===== src/rtl/cv32e40p_ft_pkg.sv =====
// Shared definitions for the ALU fault-tolerance reconfiguration logic.
package cv32e40p_ft_pkg;

  localparam int FT_N_ALU = 3;

  localparam logic [1:0] FT_MODE_TMR     = 2'b00;
  localparam logic [1:0] FT_MODE_DMR     = 2'b01;
  localparam logic [1:0] FT_MODE_SIMPLEX = 2'b10;
  localparam logic [1:0] FT_MODE_FAIL    = 2'b11;

  typedef enum logic [1:0] {
    ST_IDLE    = 2'd0,
    ST_QUIESCE = 2'd1,
    ST_APPLY   = 2'd2,
    ST_FAIL    = 2'd3
  } alu_reconf_state_e;

  // Voting mode implied by the number of replicas still enabled.
  function automatic logic [1:0] ft_mode_from_mask(input logic [FT_N_ALU-1:0] mask);
    logic [1:0] mode;
    case ($countones(mask))
      3:       mode = FT_MODE_TMR;
      2:       mode = FT_MODE_DMR;
      1:       mode = FT_MODE_SIMPLEX;
      default: mode = FT_MODE_FAIL;
    endcase
    return mode;
  endfunction

endpackage


===== src/rtl/cv32e40p_ft_prio_sel.sv =====
// Lowest-index-first one-hot selector with a valid flag.
module cv32e40p_ft_prio_sel #(
  parameter int N = 3
) (
  input  logic [N-1:0] i_req,
  output logic [N-1:0] o_onehot,
  output logic         o_valid
);

  logic [N-1:0] w_neg;

  // Two's-complement trick isolates the lowest set bit.
  assign w_neg    = ~i_req + N'(1);
  assign o_onehot = i_req & w_neg;
  assign o_valid  = |i_req;

endmodule


===== src/rtl/cv32e40p_alu_ft_reconf.sv =====
// Reconfiguration controller: drains the ALU and removes faulty replicas one
// at a time, degrading TMR -> DMR -> simplex -> FAIL.
module cv32e40p_alu_ft_reconf
  import cv32e40p_ft_pkg::*;
#(
  parameter int unsigned QUIESCE_CYCLES = 2
) (
  input  logic                clock,
  input  logic                rst_n,
  input  logic [FT_N_ALU-1:0] remove_req_i,
  input  logic                alu_busy_i,
  input  logic                clear_i,
  output logic [FT_N_ALU-1:0] alu_en_o,
  output logic [FT_N_ALU-1:0] remove_ack_o,
  output logic                stall_o,
  output logic [1:0]          mode_o,
  output logic                fatal_o
);

  localparam int CNT_W = $clog2(QUIESCE_CYCLES + 1);
  // Counter value on the last idle cycle needed before APPLY.
  localparam logic [CNT_W-1:0] QC_LAST = CNT_W'(QUIESCE_CYCLES - 1);

  alu_reconf_state_e   r_state, w_state_nxt;
  logic [FT_N_ALU-1:0] r_pend, w_pend_nxt;
  logic [FT_N_ALU-1:0] r_victim, w_victim_nxt;
  logic [CNT_W-1:0]    r_cnt, w_cnt_nxt;
  logic [FT_N_ALU-1:0] r_alu_en, w_en_nxt;
  logic [FT_N_ALU-1:0] r_ack, w_ack_nxt;
  logic                r_stall, w_stall_nxt;
  logic [1:0]          r_mode, w_mode_nxt;
  logic                r_fatal, w_fatal_nxt;
  logic [FT_N_ALU-1:0] w_applied;
  logic [FT_N_ALU-1:0] w_sel_onehot;
  logic                w_sel_vld;
  logic                w_multi;

  cv32e40p_ft_prio_sel #(
    .N (FT_N_ALU)
  ) u_prio_sel (
    .i_req    (r_pend),
    .o_onehot (w_sel_onehot),
    .o_valid  (w_sel_vld)
  );

  assign w_multi = ($countones(r_alu_en) >= 2);

  // Next-state, pending-set and registered-output computation.
  always_comb begin
    w_state_nxt  = r_state;
    w_victim_nxt = r_victim;
    w_cnt_nxt    = '0;
    w_en_nxt     = r_alu_en;
    w_ack_nxt    = '0;
    w_fatal_nxt  = r_fatal;
    w_applied    = '0;

    case (r_state)
      ST_IDLE: begin
        if (w_sel_vld) begin
          w_victim_nxt = w_sel_onehot;
          w_state_nxt  = ST_QUIESCE;
        end
      end
      ST_QUIESCE: begin
        // Any busy cycle restarts the drain window from zero.
        if (!alu_busy_i) begin
          if (r_cnt == QC_LAST) w_state_nxt = ST_APPLY;
          else                  w_cnt_nxt   = r_cnt + CNT_W'(1);
        end
      end
      ST_APPLY: begin
        w_applied = r_victim;
        w_ack_nxt = r_victim;
        if (w_multi) begin
          w_en_nxt    = r_alu_en & ~r_victim;
          w_state_nxt = ST_IDLE;
        end else begin
          // Last healthy replica: keep it driving, but flag the failure.
          w_fatal_nxt = 1'b1;
          w_state_nxt = ST_FAIL;
        end
      end
      ST_FAIL: begin
        w_state_nxt = ST_FAIL;
      end
      default: begin
        w_state_nxt = ST_IDLE;
      end
    endcase

    // Requests for already-disabled replicas are dropped here.
    w_pend_nxt = (r_pend | (remove_req_i & r_alu_en)) & ~w_applied;

    if (clear_i) begin
      w_state_nxt = ST_IDLE;
      w_en_nxt    = '1;
      w_pend_nxt  = '0;
      w_fatal_nxt = 1'b0;
      w_cnt_nxt   = '0;
      w_ack_nxt   = '0;
    end

    w_stall_nxt = (w_state_nxt != ST_IDLE);
    w_mode_nxt  = (w_state_nxt == ST_FAIL) ? FT_MODE_FAIL : ft_mode_from_mask(w_en_nxt);
  end

  // State and output registers; all outputs come straight from flops.
  always_ff @(posedge clock or negedge rst_n) begin
    if (!rst_n) begin
      r_state  <= ST_IDLE;
      r_pend   <= '0;
      r_victim <= '0;
      r_cnt    <= '0;
      r_alu_en <= '1;
      r_ack    <= '0;
      r_stall  <= 1'b0;
      r_mode   <= FT_MODE_TMR;
      r_fatal  <= 1'b0;
    end else begin
      r_state  <= w_state_nxt;
      r_pend   <= w_pend_nxt;
      r_victim <= w_victim_nxt;
      r_cnt    <= w_cnt_nxt;
      r_alu_en <= w_en_nxt;
      r_ack    <= w_ack_nxt;
      r_stall  <= w_stall_nxt;
      r_mode   <= w_mode_nxt;
      r_fatal  <= w_fatal_nxt;
    end
  end

  assign alu_en_o     = r_alu_en;
  assign remove_ack_o = r_ack;
  assign stall_o      = r_stall;
  assign mode_o       = r_mode;
  assign fatal_o      = r_fatal;

endmodule


===== config.mk =====
export PLATFORM = sky130hd
export DESIGN_NAME = cv32e40p_alu_ft_reconf
export DESIGN_NICKNAME = d
export VERILOG_FILES = /design/src/rtl/cv32e40p_ft_pkg.sv /design/src/rtl/cv32e40p_ft_prio_sel.sv /design/src/rtl/cv32e40p_alu_ft_reconf.sv
export SDC_FILE = /design/constraint.sdc
export NUM_CORES = 1
export LEC_CHECK = 0
export BUFFER_PORTS_ARGS = -buffer_cell sky130_fd_sc_hd__buf_4
export CORE_MARGIN = 3
export CORE_UTILIZATION = 35
export DETAILED_ROUTE_END_ITERATION = 10
export GPL_TIMING_DRIVEN = 0
export PLACE_DENSITY_LB_ADDON = 0.12
export SLEW_MARGIN = 40
export SYNTH_ARGS = -nofsm -noshare
export SYNTH_HDL_FRONTEND = slang
export SYNTH_SLANG_ARGS = --single-unit

===== constraint.sdc =====
create_clock -name clock -period 2 [get_ports clock]
set_input_delay 0 -clock clock [delete_from_list [all_inputs] [get_ports clock]]
set_output_delay 0 -clock clock [all_outputs]
set_load 0.05 [all_outputs]

# Word level (Yosys, flattened, before mapping)
# Index checks and enable logic that the tools add are counted.
classes:
  n_eq_ne: 9
  order_cmp: 1
  muxes: 21
  n_reduce_logical: 6
  bitwise: 8
  addsub: 6
op_table:
  columns: ["op", "n"]
  rows:
  - ["two-way mux 2 bit", 10]
  - ["two-way mux 3 bit", 6]
  - ["bitwise AND 3 bit", 4]
  - ["NOT 3 bit", 3]
  - ["case mux 2 bit (4 select lines)", 1]
  - ["adder 2 x 1 -> 3 bit", 2]
  - ["equality test 2 bit (second input constant)", 3]
  - ["equality test 3 x 2 -> 1 bit (second input constant)", 2]
  - ["case mux 2 bit (3 select lines)", 1]
  - ["adder 1 x 1 -> 2 bit", 2]
  - ["equality test 2 x 1 -> 1 bit (second input constant)", 2]
  - ["AND reduction 2 bit", 2]
  - ["nonzero test 2 bit", 2]
  - ["adder 3 x 1 -> 3 bit (second input constant)", 1]
  - ["equality test 3 x 1 -> 1 bit (second input constant)", 1]
  - [">= comparator 3 x 2 -> 1 bit (second input constant)", 1]
  - ["two-way mux 1 bit", 3]
  - ["bitwise OR 3 bit", 1]
  - ["OR reduction 3 bit", 1]
  - ["adder 2 x 1 -> 2 bit (second input constant)", 1]
  - ["zero test 2 bit", 1]
  - ["inequality test 2 bit (second input constant)", 1]
totals:
  input_bits: 7
  reg_bits: 20

# Longest topological paths before layout
depth:
  depth_word: 11
  mapped_depth: 7

# Hierarchy
# Synthesis repeated with hierarchy kept, for this count alone.
unflattened:
  cells_unflattened: 74
  area_unflattened_um2: 870.8
by_module_without_submodules:
  columns: ["module", "seq_area_each_um2", "cells_per_inst", "area_per_inst_um2", "instances"]
  rows:
  - ["cv32e40p_alu_ft_reconf", 504.2, 70, 843.3, 1]
  - ["cv32e40p_ft_prio_sel", 0.0, 4, 27.5, 1]

# Least setup slack after synthesis
# No wires, ideal clock.
synth_path:
  path_kind: "reg-to-reg"
  from: "register r_alu_en[2], in the netlist alu_en_o[2]"
  to: "register r_mode[0], in the netlist mode_o[0]"
  path_buffers: 0
  path_stages_with_launch: 8
  required_ps: 1875
  path_slack_ps: -174
  t_arrival_ps: 2050
  setup_time_ps: 125
  cell_sequence: "dfstp_2 -> ha_1 -> a21oi_2 -> nor2b_2 -> nand2_1 -> o21ai_0 -> fa_1 -> nand2b_1"
synth_between:
  elab_chain_cells: 10
synth_rtl:
  columns: ["element", "line", "rtl"]
  rows:
  - ["start, declared", "cv32e40p_alu_ft_reconf.sv:28", "logic [FT_N_ALU-1:0] r_alu_en, w_en_nxt;"]
  - ["start signal, assigned", "cv32e40p_alu_ft_reconf.sv:125", "r_alu_en <= w_en_nxt;"]
  - ["adder 2 x 1 -> 3 bit (implied by the code)", "cv32e40p_alu_ft_reconf.sv:46", "assign w_multi = ($countones(r_alu_en) >= 2);"]
  - [">= comparator 3 x 2 -> 1 bit", "cv32e40p_alu_ft_reconf.sv:46", null]
  - ["two-way mux 3 bit", "cv32e40p_alu_ft_reconf.sv:75", "if (w_multi) begin"]
  - ["two-way mux 3 bit", "cv32e40p_alu_ft_reconf.sv:58", "case (r_state)"]
  - ["two-way mux 3 bit", "cv32e40p_alu_ft_reconf.sv:95", "if (clear_i) begin"]
  - ["adder 1 x 1 -> 2 bit (implied by the code)", "cv32e40p_ft_pkg.sv:21", "case ($countones(mask))"]
  - ["adder 2 x 1 -> 3 bit (implied by the code)", "cv32e40p_ft_pkg.sv:21", null]
  - ["equality test 3 x 1 -> 1 bit or equality test 3 x 2 -> 1 bit (tied branches)", "cv32e40p_ft_pkg.sv:21", null]
  - ["case mux 2 bit (3 select lines)", "cv32e40p_ft_pkg.sv:21", null]
  - ["two-way mux 2 bit (*)", "cv32e40p_alu_ft_reconf.sv:105", "w_mode_nxt = (w_state_nxt == ST_FAIL) ? FT_MODE_FAIL : ft_mode_from_mask(w_en_nxt);"]
  - ["named net w_mode_nxt[0]", "cv32e40p_alu_ft_reconf.sv:31", "logic [1:0] r_mode, w_mode_nxt;"]
  - ["end signal, assigned", "cv32e40p_alu_ft_reconf.sv:128", "r_mode <= w_mode_nxt;"]
  - ["end, declared", "cv32e40p_alu_ft_reconf.sv:31", null]
# The timed path passes the listed nets; every way through them passes the cells marked *.
# A chain may end at the register's enable or synchronous reset.

# Worst setup path after layout
layout_path:
  from: "register r_alu_en[0], in the netlist alu_en_o[0]"
  to: "register r_mode[0], in the netlist mode_o[0]"
layout_between:
  elab_chain_cells: 11
layout_rtl:
  columns: ["element", "line"]
  rows:
  - ["adder 1 x 1 -> 2 bit (implied by the code)", "cv32e40p_alu_ft_reconf.sv:46"]
  - ["adder 2 x 1 -> 3 bit (implied by the code)", "cv32e40p_alu_ft_reconf.sv:46"]
  - [">= comparator 3 x 2 -> 1 bit", "cv32e40p_alu_ft_reconf.sv:46"]
  - ["two-way mux 3 bit", "cv32e40p_alu_ft_reconf.sv:75"]
  - ["two-way mux 3 bit", "cv32e40p_alu_ft_reconf.sv:58"]
  - ["two-way mux 3 bit", "cv32e40p_alu_ft_reconf.sv:95"]
  - ["adder 1 x 1 -> 2 bit (implied by the code)", "cv32e40p_ft_pkg.sv:21"]
  - ["adder 2 x 1 -> 3 bit (implied by the code)", "cv32e40p_ft_pkg.sv:21"]
  - ["equality test 3 x 1 -> 1 bit or equality test 3 x 2 -> 1 bit (tied branches)", "cv32e40p_ft_pkg.sv:21"]
  - ["case mux 2 bit (3 select lines)", "cv32e40p_ft_pkg.sv:21"]
  - ["two-way mux 2 bit (*)", "cv32e40p_alu_ft_reconf.sv:105"]
  - ["named net w_mode_nxt[0]", "cv32e40p_alu_ft_reconf.sv:31"]
# Marked as above.

==> summary.md <==
| Metric | Value |
|---|---|
| Area after DPL | `1011 µm²` |
| Cell taking the most area after synthesis | `dfrtp_1` |
| Yosys cell types | `26` |
| Worst endpoint data arrival time | `2.17 ns` |
| Fin worst setup slack | `between 0.02 and 0.025 ns` |
| Vias in the first global route | `639` |
| Synth top area share | `51.52%` |
| CTS sink cnt | `20` |
| Peak supply drop | `around 0.47 mV` |
| Final HPWL DP | `1185 µm` |
| First-pass GRT wire length | `2904 µm` |
| Number of synthesized register bits | `20` |
| Hold Path End | `r_pend[2]$_DFF_PN0_` |
| Internal power | `0.6555 mW` |
| Critical Path RT | `2.19 ns` |
| # setup viols final | `0` |
| Number of detailed-route iterations in the first pass | `4` |
| Max_cap viols | `0` |
| RSZ-0062 raised after global routing | `true` |
| R2R cell count | `7` |
| Mapped Avg Cell Area | `11.63 µm²` |
| Post-Syn Area | `825.8 µm²` |
| Reg2Reg Setup Slack | `0.02 ns` |
| Latest clock arrival within the worst-skew pair | `0.29 ns` |
| FMAX | `506.0 MHz` |
| IO Count | `17` |
| GRT Util Overall | `roughly 14%` |
| Synth-to-Final Area Change | `37.27%` |
| Outcome | `complete, no violations` |
| Switching share of power | `31.16%` |
| Final Max Tran Viols | `0` |
| Most frequent cell after synthesis | `dfrtp_1` |
| Post-Syn Nets | `80` |
| WHS Path Cells | `3` |
| Clock Power Share | `approximately a quarter` |
| Fillers | `between 150 and 200` |
| Full die area | `2978 µm²` |
| Worst Setup End Kind | `flop` |
| Crit-path max FO | `3` |
| Longest Clk Path Bufs | `2` |
| Routed wl met3 | `75 µm` |
| Post-Route WL | `1682 µm` |
| Setup Crit Path Kind | `reg2reg` |
| DRC Markers | `0` |
| Met2 WL | `821 µm` |
| Worst clock skew | `0.001325 ns` |
| Tcrit/Tclk final | `between 90% and 100%` |
| Switch Pwr | `0.2967 mW` |
| Pwr dens | `roughly 840 nW/µm²` |
| Beginning of the worst hold path | `remove_req_i[2]` |
| Metal-1 WL | `slightly below 800 µm` |
| Post-synth top cells | `dfrtp_1 (17), a21oi_1 (10), and2_1 (4), nand2_1 (4), o21ai_0 (4)` |
| Share of cells above drive strength 1 | `a little under two fifths` |
| Port Buffers | `16` |
| Largest net degree at the start of global routing | `21` |
| Worst min path class | `in2reg` |
| Final Core Density | `53.93%` |
| Die Y | `approximately 55 µm` |
| Yosys warns | `0` |
| Flop pwr share | `52.9%` |
| Async SR Flop Fraction | `100.0%` |
| Vias per cell | `5.048` |
| Crit Reg-Reg Startpoint | `alu_en_o[0]$_DFF_PN1_` |
| CTS Buf Count | `3` |
| Top FF cell, synth | `dfrtp_1` |
| DP Worst Slack | `-0.002266 ns` |
| GR Overflow Total | `0` |
| Seq/Total Area, Yosys | `61.06%` |
| Critical path launch point type | `flop` |
| Logic pwr share | `22.5%` |
| Endpoints failing hold | `0` |
| Routability cong. | `just over 0.7` |
| Mapped Cells | `71` |
| CTS clk-pin slew, worst paths | `0.11 ns` |
| Starting Density | `between 30% and 40%` |
| Leakage power | `0.5190 nW` |
| Initial DRC count | `9` |
| Num rows | `16` |
| Vias post-DR | `631` |
| Wire per inst | `roughly 13 µm` |
| R2R Path End | `mode_o[0]$_DFF_PN0_` |
| Main area contributors after synthesis | `dfrtp_1 (52%), dfstp_2 (9.5%), a21oi_1 (6.1%)` |
| CTS tree | `yes` |
| Max layer used | `met4` |
| Core Box Area | `2102 µm²` |
| Slew headroom | `around 68%` |
| Die W | `54.58 µm` |
| Design Area, Final | `1134 µm²` |
| Antenna cells | `0` |
| CTS Root Cell | `clkbuf_4` |
| Initial antenna violation count | `0` |
| Post-layout min period | `between 1.5 and 2 ns` |
| Post-synth EDFFs | `0` |
| ANT nets after route | `0` |
| Slew @ Worst Pin | `0.4727 ns` |
| Final #Nets | `108` |
| # H-tree levels | `1` |
[state kept, by name, indices dropped and copies added (netlist names)]
name / cells
alu_en_o: 3
r_pend: 3
r_victim: 3
remove_ack_o: 3
mode_o: 2
r_cnt: 2
r_state: 2
fatal_o: 1
stall_o: 1
[placed cells by master (no fill, tap or decap), types with 2 or more instances in the layout]
cell type	count
dfrtp_1	17
and2_1	4
o21ai_1	2
a21oi_1	10
o21a_1	3
nand2_2	3
clkbuf_4	3
nand2b_1	2
dlygate4sd3_1	4
o21ai_2	2
a211oi_1	3
buf_4	19
inv_1	2
nor2_1	3
dfstp_4	2
[cell families after synthesis]
| kind of cell | Yosys count | synth area share [%] |
|---|---|---|
| buffers and inverters | 3 | 1.364 |
| adder cells (fa/ha/maj) | 2 | 3.939 |
| AO/OA/AOI/OAI | 26 | 19.70 |
| flip-flops | 20 | 61.06 |
| AND/OR/NAND/NOR | 20 | 13.94 |
[timing repair]
action                                  4_1_cts  5_1_grt
pin swaps                                     0        4
gates resized for setup                       0        7
endpoints found under the hold margin        24        0
hold buffers                                  4        0
setup buffers                                 2        1
endpoints found under the setup margin        1        2
[worst max-delay path: stages, from the launching register on]
cell      delay [ns]
dfstp_4         0.65
ha_4            0.21
a21oi_4         0.19
nor2b_4         0.07
nand2_2         0.07
o21ai_2         0.06
fa_1            0.48
nand2b_4        0.14
[per-stage QoR]
| stage | setup TNS [ns] | cells | hold slack, ns | total power, mW |
|---|---|---|---|---|
| 6_report | 0 | 125 | 0.02467 | 0.9522 |
| 5_1_grt | -0.05693 | 125 | 0.02532 | 1.009 |
| 4_1_cts | 0 | 124 | 0.02002 | 0.9487 |
| 3_5_place_dp | -0.002266 | 114 | -0.1062 | 0.7035 |
| 3_3_place_gp | -0.001537 | 114 | -0.1067 | 0.7012 |
| 2_1_floorplan | -0.01071 | 71 | -0.2956 | 0.6320 |
[layer usage]
| metal | vias up | GRT usage, % |
|---|---|---|
| met2 | 15 | 23.31 |
| met3 | 2 | 2.452 |
| met5 | - | 0 |
| li1 | 304 | - |
| met1 | 310 | 17.56 |
| met4 | 0 | 6.224 |
[how the worst max path moves through the flow]
stage / from / to / slack (ns)
final: alu_en_o[0]$_DFF_PN1_ / mode_o[0]$_DFF_PN0_ / 0.02
after global routing: alu_en_o[2]$_DFF_PN1_ / mode_o[0]$_DFF_PN0_ / -0.05
after CTS: alu_en_o[2]$_DFF_PN1_ / mode_o[0]$_DFF_PN0_ / 0.003
after detailed placement: alu_en_o[2]$_DFF_PN1_ / mode_o[0]$_DFF_PN0_ / -0.002
after global placement: alu_en_o[2]$_DFF_PN1_ / mode_o[0]$_DFF_PN0_ / -0.002
after floorplan: alu_en_o[0]$_DFF_PN1_ / mode_o[0]$_DFF_PN0_ / -0.01
[final cells by class]
type / count / area (µm²) / area share, %
buffer: 1 / 3.754 / 0.3311
clock buffer: 4 / 36.28 / 3.201
inverter: 2 / 7.507 / 0.6623
tap: 27 / 33.78 / 2.980
sequential: 20 / 511.7 / 45.14
multi-input combinational: 48 / 357.8 / 31.57
timing repair buffer: 23 / 182.7 / 16.11
[power groups by stage]
stage / clock network, mW / logic, mW / registers, mW
after global routing: 0.259 / 0.237 / 0.513
after global placement: 0 / 0.191 / 0.510
after floorplan: 0 / 0.0879 / 0.544
after detailed placement: 0 / 0.193 / 0.510
final: 0.234 / 0.215 / 0.503
after CTS: 0.242 / 0.206 / 0.500
No activity file was read; power rests on OpenSTA's default activity.
